## config.mk

```make
export PLATFORM = sky130hd
export DESIGN_NAME = filter_feeder
export DESIGN_NICKNAME = d
export VERILOG_FILES = /design/src/rtl/pe_array_pkg.sv /design/src/rtl/filter_addr_gen.sv /design/src/rtl/filter_feeder.sv
export SDC_FILE = /design/constraint.sdc
export NUM_CORES = 1
export LEC_CHECK = 0
export BUFFER_PORTS_ARGS = -buffer_cell sky130_fd_sc_hd__clkbuf_2
export CAP_MARGIN = 0
export CORE_AREA = 10 10 182 184
export DETAILED_ROUTE_END_ITERATION = 6
export DIE_AREA = 0 0 192 194
export GPL_TIMING_DRIVEN = 0
export PLACE_DENSITY = 0.77
export SYNTH_ARGS = -nofsm -noshare
export SYNTH_HDL_FRONTEND = slang
export SYNTH_SLANG_ARGS = --single-unit
```

## constraint.sdc

```tcl
create_clock -name clk -period 5.6 [get_ports clk]
set_input_delay 0.84 -clock clk [delete_from_list [all_inputs] [get_ports clk]]
set_output_delay 0.84 -clock clk [all_outputs]
set_load 0.02 [all_outputs]
```

## src/rtl/pe_array_pkg.sv

```systemverilog
// Shared widths, feeder FSM states and configuration record for the PEArray
// filter feeder and its address generator.
package pe_array_pkg;

    localparam int unsigned ADDR_W           = 16;
    localparam int unsigned ROW_LEN          = 4;
    localparam int unsigned ID_LEN           = 5;
    localparam int unsigned FILTER_DATA_SIZE = 8;
    localparam int unsigned FILTER_NUM       = 4;
    localparam int unsigned BEAT_W           = FILTER_DATA_SIZE * FILTER_NUM;

    typedef enum logic [2:0] {
        StIdle,
        StCheck,
        StRead,
        StLoad,
        StSend,
        StFin
    } feeder_state_e;

    typedef struct packed {
        logic [11:0]       c;
        logic [3:0]        s;
        logic [4:0]        p;
        logic [ADDR_W-1:0] base;
    } feeder_cfg_t;

    // GLB words are little-endian; the PEArray wants the lowest channel in the MSB lane.
    function automatic logic [BEAT_W-1:0] byte_swap(input logic [BEAT_W-1:0] w);
        logic [BEAT_W-1:0] y;
        for (int i = 0; i < FILTER_NUM; i++) begin
            y[(FILTER_NUM-1-i)*FILTER_DATA_SIZE +: FILTER_DATA_SIZE] =
                w[i*FILTER_DATA_SIZE +: FILTER_DATA_SIZE];
        end
        return y;
    endfunction

endpackage

```

## src/rtl/filter_addr_gen.sv

```systemverilog
// Nested s/p/r/c counters producing the GLB byte address of each filter beat
// incrementally from registered per-level base addresses.
module filter_addr_gen
    import pe_array_pkg::*;
(
    input  logic               clk_i,
    input  logic               rst_ni,
    input  logic               clear_i,
    input  logic               step_i,
    input  logic [ADDR_W-1:0]  base_i,
    input  logic [11:0]        cfg_c_i,
    input  logic [3:0]         cfg_s_i,
    input  logic [4:0]         cfg_p_i,
    input  logic [ADDR_W-1:0]  stride_s_i,
    input  logic [ADDR_W-1:0]  stride_r_i,
    input  logic [ADDR_W-1:0]  stride_p_i,
    output logic [ADDR_W-1:0]  addr_o,
    output logic [ROW_LEN-1:0] c_o,
    output logic [3:0]         r_o,
    output logic               last_o
);

    logic [3:0]        s_q, s_d, r_q, r_d;
    logic [4:0]        p_q, p_d;
    logic [11:0]       c_q, c_d;
    logic [ADDR_W-1:0] addr_q, addr_d, addr_p_q, addr_p_d, addr_r_q, addr_r_d, addr_c_q, addr_c_d;
    logic [3:0]        s_max;
    logic [4:0]        p_max;
    logic [11:0]       c_max;

    assign s_max = cfg_s_i - 4'd1;
    assign p_max = cfg_p_i - 5'd1;
    assign c_max = cfg_c_i - 12'(FILTER_NUM);

    always_comb begin
        s_d      = s_q;
        p_d      = p_q;
        r_d      = r_q;
        c_d      = c_q;
        addr_d   = addr_q;
        addr_p_d = addr_p_q;
        addr_r_d = addr_r_q;
        addr_c_d = addr_c_q;
        if (clear_i) begin
            s_d      = '0;
            p_d      = '0;
            r_d      = '0;
            c_d      = '0;
            addr_d   = base_i;
            addr_p_d = base_i;
            addr_r_d = base_i;
            addr_c_d = base_i;
        end else if (step_i) begin
            if (s_q != s_max) begin
                s_d    = s_q + 4'd1;
                addr_d = addr_q + stride_s_i;
            end else begin
                s_d = '0;
                if (p_q != p_max) begin
                    p_d      = p_q + 5'd1;
                    addr_p_d = addr_p_q + stride_p_i;
                    addr_d   = addr_p_d;
                end else begin
                    p_d = '0;
                    if (r_q != s_max) begin
                        r_d      = r_q + 4'd1;
                        addr_r_d = addr_r_q + stride_r_i;
                        addr_p_d = addr_r_d;
                        addr_d   = addr_r_d;
                    end else begin
                        r_d      = '0;
                        c_d      = c_q + 12'(FILTER_NUM);
                        addr_c_d = addr_c_q + ADDR_W'(FILTER_NUM);
                        addr_r_d = addr_c_d;
                        addr_p_d = addr_c_d;
                        addr_d   = addr_c_d;
                    end
                end
            end
        end
    end

    always_ff @(posedge clk_i) begin
        if (!rst_ni) begin
            s_q      <= '0;
            p_q      <= '0;
            r_q      <= '0;
            c_q      <= '0;
            addr_q   <= '0;
            addr_p_q <= '0;
            addr_r_q <= '0;
            addr_c_q <= '0;
        end else begin
            s_q      <= s_d;
            p_q      <= p_d;
            r_q      <= r_d;
            c_q      <= c_d;
            addr_q   <= addr_d;
            addr_p_q <= addr_p_d;
            addr_r_q <= addr_r_d;
            addr_c_q <= addr_c_d;
        end
    end

    assign addr_o = addr_q;
    assign c_o    = c_q[ROW_LEN-1:0];
    assign r_o    = r_q;
    assign last_o = (s_q == s_max) && (p_q == p_max) && (r_q == s_max) && (c_q == c_max);

endmodule

```

## src/rtl/filter_feeder.sv

```systemverilog
// Filter feeder: reads GLB words and hands them to the PEArray filter port as
// tagged beats, one read/load/send round per beat.
module filter_feeder
    import pe_array_pkg::*;
(
    input  logic               clk,
    input  logic               rst,
    input  logic               start,
    input  logic [ADDR_W-1:0]  cfg_base,
    input  logic [11:0]        config_C,
    input  logic [3:0]         config_S,
    input  logic [4:0]         config_p,
    output logic               busy,
    output logic               done,
    output logic               err,
    output logic               glb_ren,
    output logic [ADDR_W-1:0]  glb_raddr,
    input  logic [BEAT_W-1:0]  glb_rdata,
    output logic               filter_enable,
    input  logic               filter_ready,
    output logic [ROW_LEN-1:0] filter_row_tag,
    output logic [ID_LEN-1:0]  filter_col_tag,
    output logic [BEAT_W-1:0]  filter_value
);

    feeder_state_e     state_q;
    feeder_cfg_t       cfg_q;
    logic [ADDR_W-1:0] stride_s_q, stride_r_q, stride_p_q;
    logic              last_q;
    logic              cfg_bad;
    logic              gen_clear, gen_step, gen_last;
    logic [ADDR_W-1:0] gen_addr;
    logic [ROW_LEN-1:0] gen_c;
    logic [3:0]        gen_r;

    assign cfg_bad = (cfg_q.c == '0) || (cfg_q.s == '0) || (cfg_q.p == '0) ||
                     ((cfg_q.c & 12'(FILTER_NUM - 1)) != '0);

    // Counters advance as soon as a beat is loaded so the next address is ready at handshake.
    assign gen_clear = (state_q == StCheck);
    assign gen_step  = (state_q == StLoad);

    filter_addr_gen u_addr_gen (
        .clk_i      (clk),
        .rst_ni     (rst),
        .clear_i    (gen_clear),
        .step_i     (gen_step),
        .base_i     (cfg_q.base),
        .cfg_c_i    (cfg_q.c),
        .cfg_s_i    (cfg_q.s),
        .cfg_p_i    (cfg_q.p),
        .stride_s_i (stride_s_q),
        .stride_r_i (stride_r_q),
        .stride_p_i (stride_p_q),
        .addr_o     (gen_addr),
        .c_o        (gen_c),
        .r_o        (gen_r),
        .last_o     (gen_last)
    );

    always_ff @(posedge clk) begin
        if (!rst) begin
            state_q        <= StIdle;
            cfg_q          <= '0;
            stride_s_q     <= '0;
            stride_r_q     <= '0;
            stride_p_q     <= '0;
            last_q         <= 1'b0;
            busy           <= 1'b0;
            done           <= 1'b0;
            err            <= 1'b0;
            glb_ren        <= 1'b0;
            glb_raddr      <= '0;
            filter_enable  <= 1'b0;
            filter_row_tag <= '0;
            filter_col_tag <= '0;
            filter_value   <= '0;
        end else begin
            done    <= 1'b0;
            glb_ren <= 1'b0;
            unique case (state_q)
                StIdle: begin
                    if (start) begin
                        cfg_q   <= '{c: config_C, s: config_S, p: config_p, base: cfg_base};
                        busy    <= 1'b1;
                        err     <= 1'b0;
                        state_q <= StCheck;
                    end
                end
                StCheck: begin
                    stride_s_q <= ADDR_W'(cfg_q.c);
                    stride_r_q <= ADDR_W'(cfg_q.s) * ADDR_W'(cfg_q.c);
                    stride_p_q <= ADDR_W'(cfg_q.s) * ADDR_W'(cfg_q.s) * ADDR_W'(cfg_q.c);
                    if (cfg_bad) begin
                        err     <= 1'b1;
                        done    <= 1'b1;
                        busy    <= 1'b0;
                        state_q <= StFin;
                    end else begin
                        glb_ren   <= 1'b1;
                        glb_raddr <= cfg_q.base;
                        state_q   <= StRead;
                    end
                end
                StRead: state_q <= StLoad;
                StLoad: begin
                    filter_value   <= byte_swap(glb_rdata);
                    filter_row_tag <= gen_c;
                    filter_col_tag <= ID_LEN'(gen_r);
                    last_q         <= gen_last;
                    filter_enable  <= 1'b1;
                    state_q        <= StSend;
                end
                StSend: begin
                    if (filter_ready) begin
                        filter_enable <= 1'b0;
                        if (last_q) begin
                            done    <= 1'b1;
                            busy    <= 1'b0;
                            state_q <= StFin;
                        end else begin
                            glb_ren   <= 1'b1;
                            glb_raddr <= gen_addr;
                            state_q   <= StRead;
                        end
                    end
                end
                StFin:   state_q <= StIdle;
                default: state_q <= StIdle;
            endcase
        end
    end

endmodule

```

# After elaboration in Yosys (flattened, before gate mapping)
# Cells that the tools add are included.
# totals
register_bits	235
in_bits	73
out_inout_bits	62
# op_classes
add_sub_neg	11
multipliers	3
n_eq_ne	20
muxes	47
bitwise_logic	4
n_reduce_logical	29
# ops
cell	count
$mux 16	20
$add 16x16->16	2
$pmux 16 s2	1
$ne 2x2->1 const B	9
$add 16x12->16	1
$add 16x3->16 const B	1
$mul 4x12->16	1
$mul 8x12->16	1
$pmux 3 s5	1
$mux 1	13
$add 12x3->12 const B	1
$eq 12x12->1	1
$logic_not 12->1	1
$mux 3	4
$reduce_and 4->1	3
$reduce_bool 12->1	1
$sub 12x3->12 const B	1
$reduce_and 2->1	5
$reduce_and 3->1	3
$add 4x1->4 const B	2
$eq 4x4->1	2
$mul 4x4->8	1
$mux 4	2
$ne 4x4->1	2
21 further kinds	35

# Depth between registers and ports, before layout
# Gate-level depths: netlist of the first run.
# logic_depth
ltp_word	7
mapped_depth	25
ltp_nobuf	24

# By module
# Synthesis of the first run repeated with hierarchy kept, for this count alone.
# unflattened
cells_unflattened	2005
hier_area_um2	16372.0
# modules_own_cells
mod	n_inst	cells_each	area_per_inst_um2
filter_feeder	1	1116	9415.3
filter_addr_gen	1	889	6956.7

# Worst setup path before layout of the first run
# OpenSTA, ideal clock, no wires.
# synth_path
path_kind	reg-to-reg
start	reg cfg_q[21] (netlist bit)
end	reg stride_p_q[14]
setup_time_ns	0.122
t_arrival_ns	5.631
setup_slack_ns	-0.153
path_stages_with_launch	23
path_cell_list	dfxtp_1 -> buf_2 -> clkbuf_1 -> nand2_1 -> fa_1 -> inv_1 -> a21o_1 -> a21oi_1 -> xnor2_1 -> nand2_1 -> fa_1 -> fa_1 -> fa_1 -> fa_1 -> inv_1 -> ha_1 -> a21oi_1 -> o21bai_1 -> a21oi_1 -> o21bai_1 -> a41oi_1 -> mux2i_1 -> a311o_1
# synth_via
elab_chain_len	2
# synth_lines
item	line_no	source
start, declared	filter_feeder.sv:27	feeder_cfg_t cfg_q;
start signal, assigned	filter_feeder.sv:84	cfg_q <= '{c: config_C, s: config_S, p: config_p, base: cfg_base};
$mul 4x4->8	filter_feeder.sv:93	stride_p_q <= ADDR_W'(cfg_q.s) * ADDR_W'(cfg_q.s) * ADDR_W'(cfg_q.c);
$mul 8x12->16	filter_feeder.sv:93	
end signal, assigned	filter_feeder.sv:93	
end, declared	filter_feeder.sv:28	logic [ADDR_W-1:0] stride_s_q, stride_r_q, stride_p_q;
# No other way between the ends.
# A chain may end at the register's enable or synchronous reset.

# Final worst setup path of the first run
# layout_path
start	reg cfg_q[22] (netlist bit)
end	reg stride_p_q[14]
# The elaborated chain is that of the path after synthesis.

==> results of run 1 <==
## per-layer routing
layer,global-route usage [%],vias to the layer above,part of all wire (%)
li1,-,7296,-
met1,37.6,7484,41
met2,44.5,759,44
met3,5.83,182,9.3
met4,11.6,0,4.9
met5,0,-,0
## per-stage QoR
stage | hold WS, ns | instances | TNS [ns]
finish | 0.456 | 2620 | 0
global route | 0.478 | 2620 | -0.263
CTS | 0.454 | 2612 | 0
detailed placement | 0.446 | 2560 | -3.68
global placement | 0.441 | 2560 | -2.84
floorplan | 0.436 | 2040 | 0
## power by group
part           leakage [nW]  switching (mW)  internal, mW
Combinational          5.65           0.881         0.440
Clock                 0.404           0.698         0.986
Sequential             1.87           0.135          1.76
## logic make-up (layout without fill, tap and decap cells)
kind of cell,after synthesis,in the layout,synth area share (%)
adder cells (fa/ha/maj),176,176,16.9
XOR/XNOR,109,109,6.31
buffers and inverters,250,440,6.04
other,1,3,0.0234
AND/OR/NAND/NOR,777,777,21.7
flip-flops,230,230,28.7
multiplexers,32,32,2.03
AO/OA/AOI/OAI,463,463,18.2
## final cells by class
cell class / count / share of cell area (%)
multi-input cells: 1560 / 58.2
flip-flops and latches: 230 / 25.0
repair buffers: 148 / 4.30
clock buffers: 33 / 3.67
plain buffers: 120 / 2.79
well taps: 390 / 2.65
inverters: 128 / 2.61
clock inverters: 11 / 0.748
## flip-flops by register name (all words and copies together) (netlist names), 4 cells and up
name,count
cfg_q,37
u_addr_gen.r_o,4
u_addr_gen.addr_c_q,16
u_addr_gen.addr_p_q,16
stride_r_q,16
u_addr_gen.c_q,10
u_addr_gen.addr_r_q,16
u_addr_gen.s_q,4
filter_col_tag,4
u_addr_gen.p_q,5
glb_raddr,16
u_addr_gen.addr_o,16
stride_p_q,15
stride_s_q,12
filter_value,32
## worst max-delay path: cells and delay by family, from the launching register on
| family | cells | cell delay (ns) |
|---|---|---|
| AOI/OAI and AO/OA | 8 | 1.47 |
| adders and majority gates | 6 | 2.55 |
| buffers and inverters | 4 | 0.49 |
| muxes | 1 | 0.12 |
| xor gates and xnor gates | 1 | 0.18 |
| and+or+nand+nor | 3 | 0.31 |
| DFF | 1 | 0.33 |
## how the worst max path moves through the flow
stage | start | slack, ns | to | depth (start not counted)
floorplan | cfg_q[23] | 0.009 | stride_p_q[15] | 24
global placement | cfg_q[21] | -0.70 | stride_p_q[15] | 19
detailed placement | cfg_q[21] | -0.83 | stride_p_q[15] | 21
CTS | cfg_q[23] | 0.01 | stride_p_q[14] | 23
global route | cfg_q[22] | -0.1 | stride_p_q[14] | 23
finish | cfg_q[22] | 0.06 | stride_p_q[14] | 23
## cells in the final DEF (no fill, tap or decap), types with 42 or more instances in the layout
master / n
a21oi_1: 193
and2_1: 56
clkbuf_1: 98
clkbuf_2: 130
dfxtp_1: 227
fa_1: 67
ha_1: 98
inv_1: 118
nand2_1: 395
nor2_1: 139
o21ai_0: 64
xnor2_1: 61
xor2_1: 42
## cell usage after synthesis, types with 23 or more instances
master / number
fa_1: 68
and2_1: 60
a21oi_1: 198
ha_1: 108
mux2i_1: 28
xor2_1: 42
nand2_1: 398
dfxtp_1: 230
inv_1: 127
xnor2_1: 63
nand3_1: 38
nor2_1: 139
clkbuf_1: 97
a211oi_1: 36
o21ai_0: 65
nor3_1: 39
a21o_1: 23
## repair_timing
item | CTS | global route
setup buffers | 9 | 8
resized for setup | 41 | 34
cloned | 0 | 1
pin swaps | 21 | 11
hold endpoints to repair | 0 | 0
setup endpoints to repair | 7 | 6
==> metrics.txt, run 1 <==
grt ovf 0; Clock Pin Slew Worst Setup and Hold Paths 0.06 ns; die area 37200 µm²; Initial Util between 50% and 60%; register area about 4600 µm²; syn avg cell area roughly 8 µm²; worst-margin pin slew 1.01 ns; average wire per standard cell approximately 21 µm; status finished, final reports clean; number of DRC markers in iteration 0 1695; critical path type flip-flop to flip-flop; max-cap check violation count 0; worst hold path type flip-flop to flip-flop; end-of-flow core utilization a little over three fifths; Diodes inserted 0; VDD IR max 229 µV; Setup crit start kind flip-flop; fin area 18400 µm²; cell mode on critical path fa_1; critical path's slowest cell fa_1; clock latency on the worst-skew pair 0.53 ns; vias in the first global route 15200; final worst-path cycle share 98.9%; root buf cell clkbuf_16; Die X between 150 and 200 µm; Critical R2R Capture stride_p_q[14]; cell taking the most area after synthesis dfxtp_1; num rows 63; P_leak approximately 7.9 nW; Worst path max stage delay between 0.5 and 0.6 ns; Yosys top cell area share between 20% and 30%; DP HPWL approximately 42000 µm; total chip power 4.90 mW; Area Growth Syn to Fin 14.9%; Crit. End Element flip-flop; FF-to-FF Start cfg_q[22]; PortBufs between 100 and 150; initial antenna violation count 0; Post-route DRC 0; post-synthesis sequential area ratio around 29%; Async S/R FF share, synth 0%; count of pins over their slew limit 0; proportion of layout cells with a drive suffix above 1 about an eighth; Die Y about 190 µm; multi-input logic area between 10000 and 15000 µm²; Routed Antenna Nets 0; endpoints failing setup 0; crit-path cells buf_6 -> nor2b_4 -> nand2_2 -> inv_2 -> ha_4 -> a21o_1 -> a21oi_2 -> xnor2_1 -> buf_4 -> nand2_1 -> fa_1 -> fa_1 -> fa_1 -> fa_1 -> inv_1 -> ha_4 -> a21oi_4 -> o21bai_2 -> a21oi_2 -> o21bai_2 -> a41oi_2 -> mux2i_1 -> a311o_1; hold depth 2; Seq cells post-synth 230; RSZ-0062 raised after global routing true; Synth Flop Type dfxtp_1; first-pass GRT wire length approximately 85000 µm; reg2reg path depth 23; filler cell count around 2700; routability cong. roughly 1.0; crit path time final 5.54 ns; fmax between 0.15 and 0.2 GHz; Fin. Hold Viols 0; Worst Setup Slack, final 0.0636 ns; vias ~16000; EDFF count, synth 0; pwr/cell area between 200 and 300 nW/µm²; maximum root-to-sink buffer count 3; largest net degree at the start of global routing 14; CTS tree yes; Place WS -0.835 ns; hold_sp filter_value[24]; Distinct cells, synth between 70 and 80; Top Ports between 100 and 150; Syn Inst Count a little over 2000; H-tree depth 1; CP required about 6 ns; CP Max Fanout 9; synth warn 0; Synth area leaders dfxtp_1 29%, nand2_1 9.3%, fa_1 8.5%; vias per inst 6.00; GRT Util Overall 28.5%; flop-to-flop setup slack roughly 0.064 ns; number of CTS-inserted buffers 25; hold-fix buffers at CTS 0; Final #Nets around 2500; Placed Area about 17000 µm²; Critical Path AT 5.96 ns; Routed WL roughly 55000 µm; core area about 29000 µm²; Netlist Area Pre-Place 16000 µm²; Hold EP filter_value[24]; Clock Sinks 230; Worst Skew ~0.009 ns; Max transition margin a little under a third; DRT Pass-1 Iters 6
Power figures use the tool's default switching activity.
==> run 2: changes to the inputs <==
--- a/config.mk
+++ b/config.mk
@@ -12,6 +12,7 @@
 export DIE_AREA = 0 0 192 194
 export GPL_TIMING_DRIVEN = 0
 export PLACE_DENSITY = 0.77
+export SETUP_SLACK_MARGIN = 0.2
 export SYNTH_ARGS = -nofsm -noshare
 export SYNTH_HDL_FRONTEND = slang
 export SYNTH_SLANG_ARGS = --single-unit
==> metrics.txt, run 2 (synthesized netlist as in run 1, its figures left out) <==
reg2reg path depth 26; register area 4610 µm²; Setup crit start kind flip-flop; hold depth 2; vias per inst about 6; met1 Track Usage GR between 30% and 40%; number of DRC markers in iteration 0 roughly 1600; max-cap check violation count 0; pwr/cell area around 260 nW/µm²; CP required approximately 6 ns; end-of-flow core utilization a little over three fifths; Routed Antenna Nets 0; worst path buffer plus inverter count 7; Final #Nets roughly 2500; VDD IR max between 200 and 250 µV; GRT Max-Usage Layer met2; Top Ports between 100 and 150; Die Y 194 µm; flop-to-flop setup slack a little over 0.03 ns; P_leak 7.99 nW; Die X between 150 and 200 µm; Fin. Hold Viols 0; count of pins over their slew limit 0; root buf cell clkbuf_16; Critical Path AT 6.03 ns; Clock Pin Slew Worst Setup and Hold Paths ~0.060 ns; Max transition margin a little under a third; critical path type flip-flop to flip-flop; Area Growth Syn to Fin 15.3%; routability cong. a little over 1; worst hold path type flip-flop to flip-flop; H-tree depth 1; largest registers cfg_q (37), filter_value (32); final worst-path cycle share 99.4%; DRT Pass-1 Iters 5; Top Family by Delay on Critical Path adder cells; DP HPWL 42600 µm; hold-fix buffers at CTS 0; grt ovf 0; CP Max Fanout 6; commonest non-fill, non-tap cell in the layout nand2_1; Worst path max stage delay 0.54 ns; multi-input logic area 10700 µm²; filler cell count ~2500; die area 37200 µm²; Routed WL between 50000 and 60000 µm; first-pass GRT wire length between 80000 and 90000 µm; status finished, final reports clean; number of CTS-inserted buffers 25; met2 usage 46.2%; core area a little under 30000 µm²; average wire per standard cell 21.2 µm; clock latency on the worst-skew pair about 0.55 ns; Clock Sinks 230; crit path time final between 5 and 6 ns; Crit. End Element flip-flop; maximum root-to-sink buffer count 3; Diodes inserted 0; PortBufs 130; critical path's slowest cell fa_1; vias in the first global route 15600; setup TNS 0 ns; total chip power roughly 4.9 mW; most frequent cells in the layout 395 x nand2_1, 227 x dfxtp_1, 191 x a21oi_1, 139 x nor2_1, 132 x clkbuf_2; num rows 63; WP depth 26; GRT Util Overall just under 30%; Initial Util 54.5%; largest net degree at the start of global routing 14; endpoints failing setup 0; fmax around 0.18 GHz; Largest register FFs 37; initial antenna violation count 0; Reg with most FFs cfg_q; worst-margin pin slew 1.02 ns; vias 15800; Worst Skew 0.0120 ns; proportion of layout cells with a drive suffix above 1 12.4%; Post-route DRC 0; cell mode on critical path fa_1; M3 GR Usage under 10%; RSZ-0062 raised after global routing true; CTS tree yes
==> run 2: metal layers <==
layer | share of wire (%) | vias to the layer above
li1 | - | 7320
met1 | 41 | 7532
met2 | 45 | 792
met3 | 8.7 | 174
met4 | 5.0 | 0
met5 | 0 | -
==> run 2: what timing repair did <==
action	4_1_cts	5_1_grt
resized for setup	38	21
endpoints found under the setup margin	6	6
gates cloned	2	0
pin swaps	32	19
buffers inserted	17	5
==> run 2: final timing paths <==
| path | start | to |
|---|---|---|
| setup / recovery | cfg_q[23] | stride_p_q[13] |
| hold / removal | filter_value[19] | filter_value[19] |
| setup reg to reg | cfg_q[23] | stride_p_q[13] |
| hold reg to reg | filter_value[19] | filter_value[19] |
==> run 2: worst min-delay path: cells and delay by family (launching register included) <==
kind | cells | cell delay (ns)
AND/OR/NAND/NOR | 1 | 0.05
flip-flops | 1 | 0.31
AO/OA/AOI/OAI | 1 | 0.05
==> run 2: power breakdown <==
part | internal (mW) | switching, mW | total, mW
Clock | 0.933 | 0.707 | 1.64
Combinational | 0.444 | 0.884 | 1.33
Sequential | 1.76 | 0.131 | 1.89
==> run 2: cell type report <==
cell class | count | area share (%)
repair buffers | 153 | 4.44
flip-flops and latches | 230 | 24.9
clock inverters | 12 | 0.643
plain buffers | 122 | 2.95
multi-input cells | 1561 | 58.2
well taps | 390 | 2.64
inverters | 128 | 2.61
clock buffers | 30 | 3.60
==> run 2: per-stage QoR <==
stage	instances	instance area, µm²	hold slack [ns]	setup WS (ns)
after floorplan	2040	16100	0.436	0.207
after global placement	2560	17200	0.443	-0.417
after detailed placement	2560	17200	0.447	-0.400
after CTS	2621	18400	0.454	0.121
after global routing	2626	18500	0.470	-0.148
final	2626	18500	0.456	0.0311
==> run 3: changes to the inputs <==
--- a/config.mk
+++ b/config.mk
@@ -7,11 +7,11 @@
 export LEC_CHECK = 0
 export BUFFER_PORTS_ARGS = -buffer_cell sky130_fd_sc_hd__clkbuf_2
 export CAP_MARGIN = 0
-export CORE_AREA = 10 10 182 184
+export CORE_AREA = 10 10 175 177
 export DETAILED_ROUTE_END_ITERATION = 6
-export DIE_AREA = 0 0 192 194
+export DIE_AREA = 0 0 185 187
 export GPL_TIMING_DRIVEN = 0
-export PLACE_DENSITY = 0.77
+export PLACE_DENSITY = 0.79
 export SETUP_SLACK_MARGIN = 0.2
 export SYNTH_ARGS = -nofsm -noshare
 export SYNTH_HDL_FRONTEND = slang
==> constraint.sdc (replaced) <==
create_clock -name clk -period 5.4 [get_ports clk]
set_input_delay 0.81 -clock clk [delete_from_list [all_inputs] [get_ports clk]]
set_output_delay 0.81 -clock clk [all_outputs]
set_load 0.02 [all_outputs]
==> metrics.txt, run 3 (synthesized netlist as in run 1, its figures left out) <==
H-tree depth 1; Top Ports ~140; routability cong. 1.01; worst-margin pin slew 0.980 ns; Area Growth Syn to Fin 15.3%; hold_sp filter_value[1]; Post-route DRC 1; vias in the first global route 15400; CTS tree yes; max-cap check violation count 0; die area around 35000 µm²; Worst Skew ~0.017 ns; Routed Antenna Nets 0; CP required between 5 and 6 ns; DRT Pass-1 Iters 7; Clock Pin Slew Worst Setup and Hold Paths roughly 0.060 ns; proportion of layout cells with a drive suffix above 1 between 10% and 20%; Placed Area between 15000 and 20000 µm²; number of CTS-inserted buffers 24; first-pass GRT wire length around 86000 µm; average wire per standard cell ~22 µm; grt ovf 0; Critical Path AT 5.96 ns; failing checks DRC, setup timing; initial antenna violation count 0; largest net degree at the start of global routing 15; Clock Sinks between 200 and 250; GRT Util Overall a little under a third; root buf cell clkbuf_16; PortBufs 130; clock latency on the worst-skew pair between 0.5 and 0.6 ns; crit path time final ~5.5 ns; register area between 4000 and 5000 µm²; commonest non-fill, non-tap cell in the layout nand2_1; fmax around 0.18 GHz; number of DRC markers in iteration 0 approximately 1700; most frequent cells in the layout 395 x nand2_1, 226 x dfxtp_1, 192 x a21oi_1, 139 x nor2_1, 131 x clkbuf_2; final worst-path cycle share 103%; Max transition margin roughly a third; Setup crit start kind flip-flop; Routed WL between 50000 and 60000 µm; Crit. End Element flip-flop; FF-to-FF Start cfg_q[23]; count of pins over their slew limit 0; setup TNS -0.368 ns; Largest register FFs 37; largest registers cfg_q (37), filter_value (32); Hold WS approximately 0.45 ns; num rows 61; Die Y between 150 and 200 µm; VDD IR max between 200 and 250 µV; Die X approximately 190 µm; vias per inst approximately 6.1; Worst Setup Slack, final -0.136 ns; DP HPWL 42100 µm; status finished with violations; Fin. Hold Viols 0; Reg with most FFs cfg_q; Diodes inserted 0; worst hold path type flip-flop to flip-flop; Initial Util 58.6%; CP Max Fanout 4; maximum root-to-sink buffer count 3; filler cell count 2328; end-of-flow core utilization between 60% and 70%; Layout Cells excl Fill ~2600; core area 27300 µm²; Place WS -0.589 ns; Critical path origin cfg_q[23]; vias between 15000 and 20000; placed insts about 2500; P_leak approximately 8.0 nW; Final #Nets approximately 2500; multi-input logic area approximately 11000 µm²; fin area 18500 µm²; total chip power approximately 5 mW; pwr/cell area roughly 270 nW/µm²; RSZ-0062 raised after global routing true; critical path type flip-flop to flip-flop; endpoints failing setup 4
[run 3: changes by cell type in the layout (fill, tap and decap cells not counted), sizes merged]
cell,before,now
clkinvlp,2,1
bufinv,2,1
clkbuf,257,259
inv,128,127
buf,48,54
o31a,8,7
[run 3: worst paths after layout]
kind | depth (start not counted) | to | slack (ns)
worst min-delay path | 2 | filter_value[1] | 0.45
worst max register to register | 25 | stride_p_q[14] | -0.14
worst min register to register | 2 | filter_value[1] | 0.45
worst max-delay path | 25 | stride_p_q[14] | -0.14
[run 3: routing by layer]
layer,vias to the layer above,global-route usage (%),share of wire [%]
met2,863,50.7,46
li1,7327,-,-
met1,7507,40.6,40
met4,0,10.5,3.8
met3,154,6.06,9.8
met5,-,0,0
[run 3: report_power, final]
part | leakage [nW] | switching, mW | total [mW] | internal, mW
logic | 5.74 | 0.917 | 1.39 | 0.469
registers | 1.87 | 0.142 | 1.97 | 1.83
clock network | 0.377 | 0.725 | 1.66 | 0.934
[run 3: cell type report]
| cell class | instances | area share [%] |
|---|---|---|
| Timing Repair Buffer | 158 | 4.70 |
| Buffer | 122 | 3.04 |
| Multi-Input combinational cell | 1560 | 58.2 |
| Tap cell | 346 | 2.34 |
| Inverter | 128 | 2.60 |
| Sequential cell | 230 | 25.0 |
| Clock buffer | 33 | 3.71 |
| Clock inverter | 9 | 0.413 |
[run 3: what timing repair did]
item	CTS	global route
buffers inserted	25	3
hold buffers	0	0
resized for setup	40	15
pin swaps	30	39
endpoints found under the setup margin	7	7
[run 3: critical path, cell delays in order (launching register included)]
cell and delay (ns):
dfxtp_4 0.36, buf_12 0.11, nor2b_4 0.16, nand2_4 0.06, inv_2 0.06, ha_4 0.19
a21o_1 0.18, a21oi_2 0.16, nor2b_1 0.07, o31a_1 0.34, buf_4 0.15, buf_6 0.10
nand2_2 0.06, fa_1 0.43, fa_2 0.55, fa_1 0.44, fa_1 0.51, inv_2 0.05
ha_4 0.31, a21oi_4 0.07, o21bai_1 0.19, a21oi_2 0.10, o21bai_2 0.20, a41oi_2 0.16
mux2i_1 0.16, a311o_1 0.27
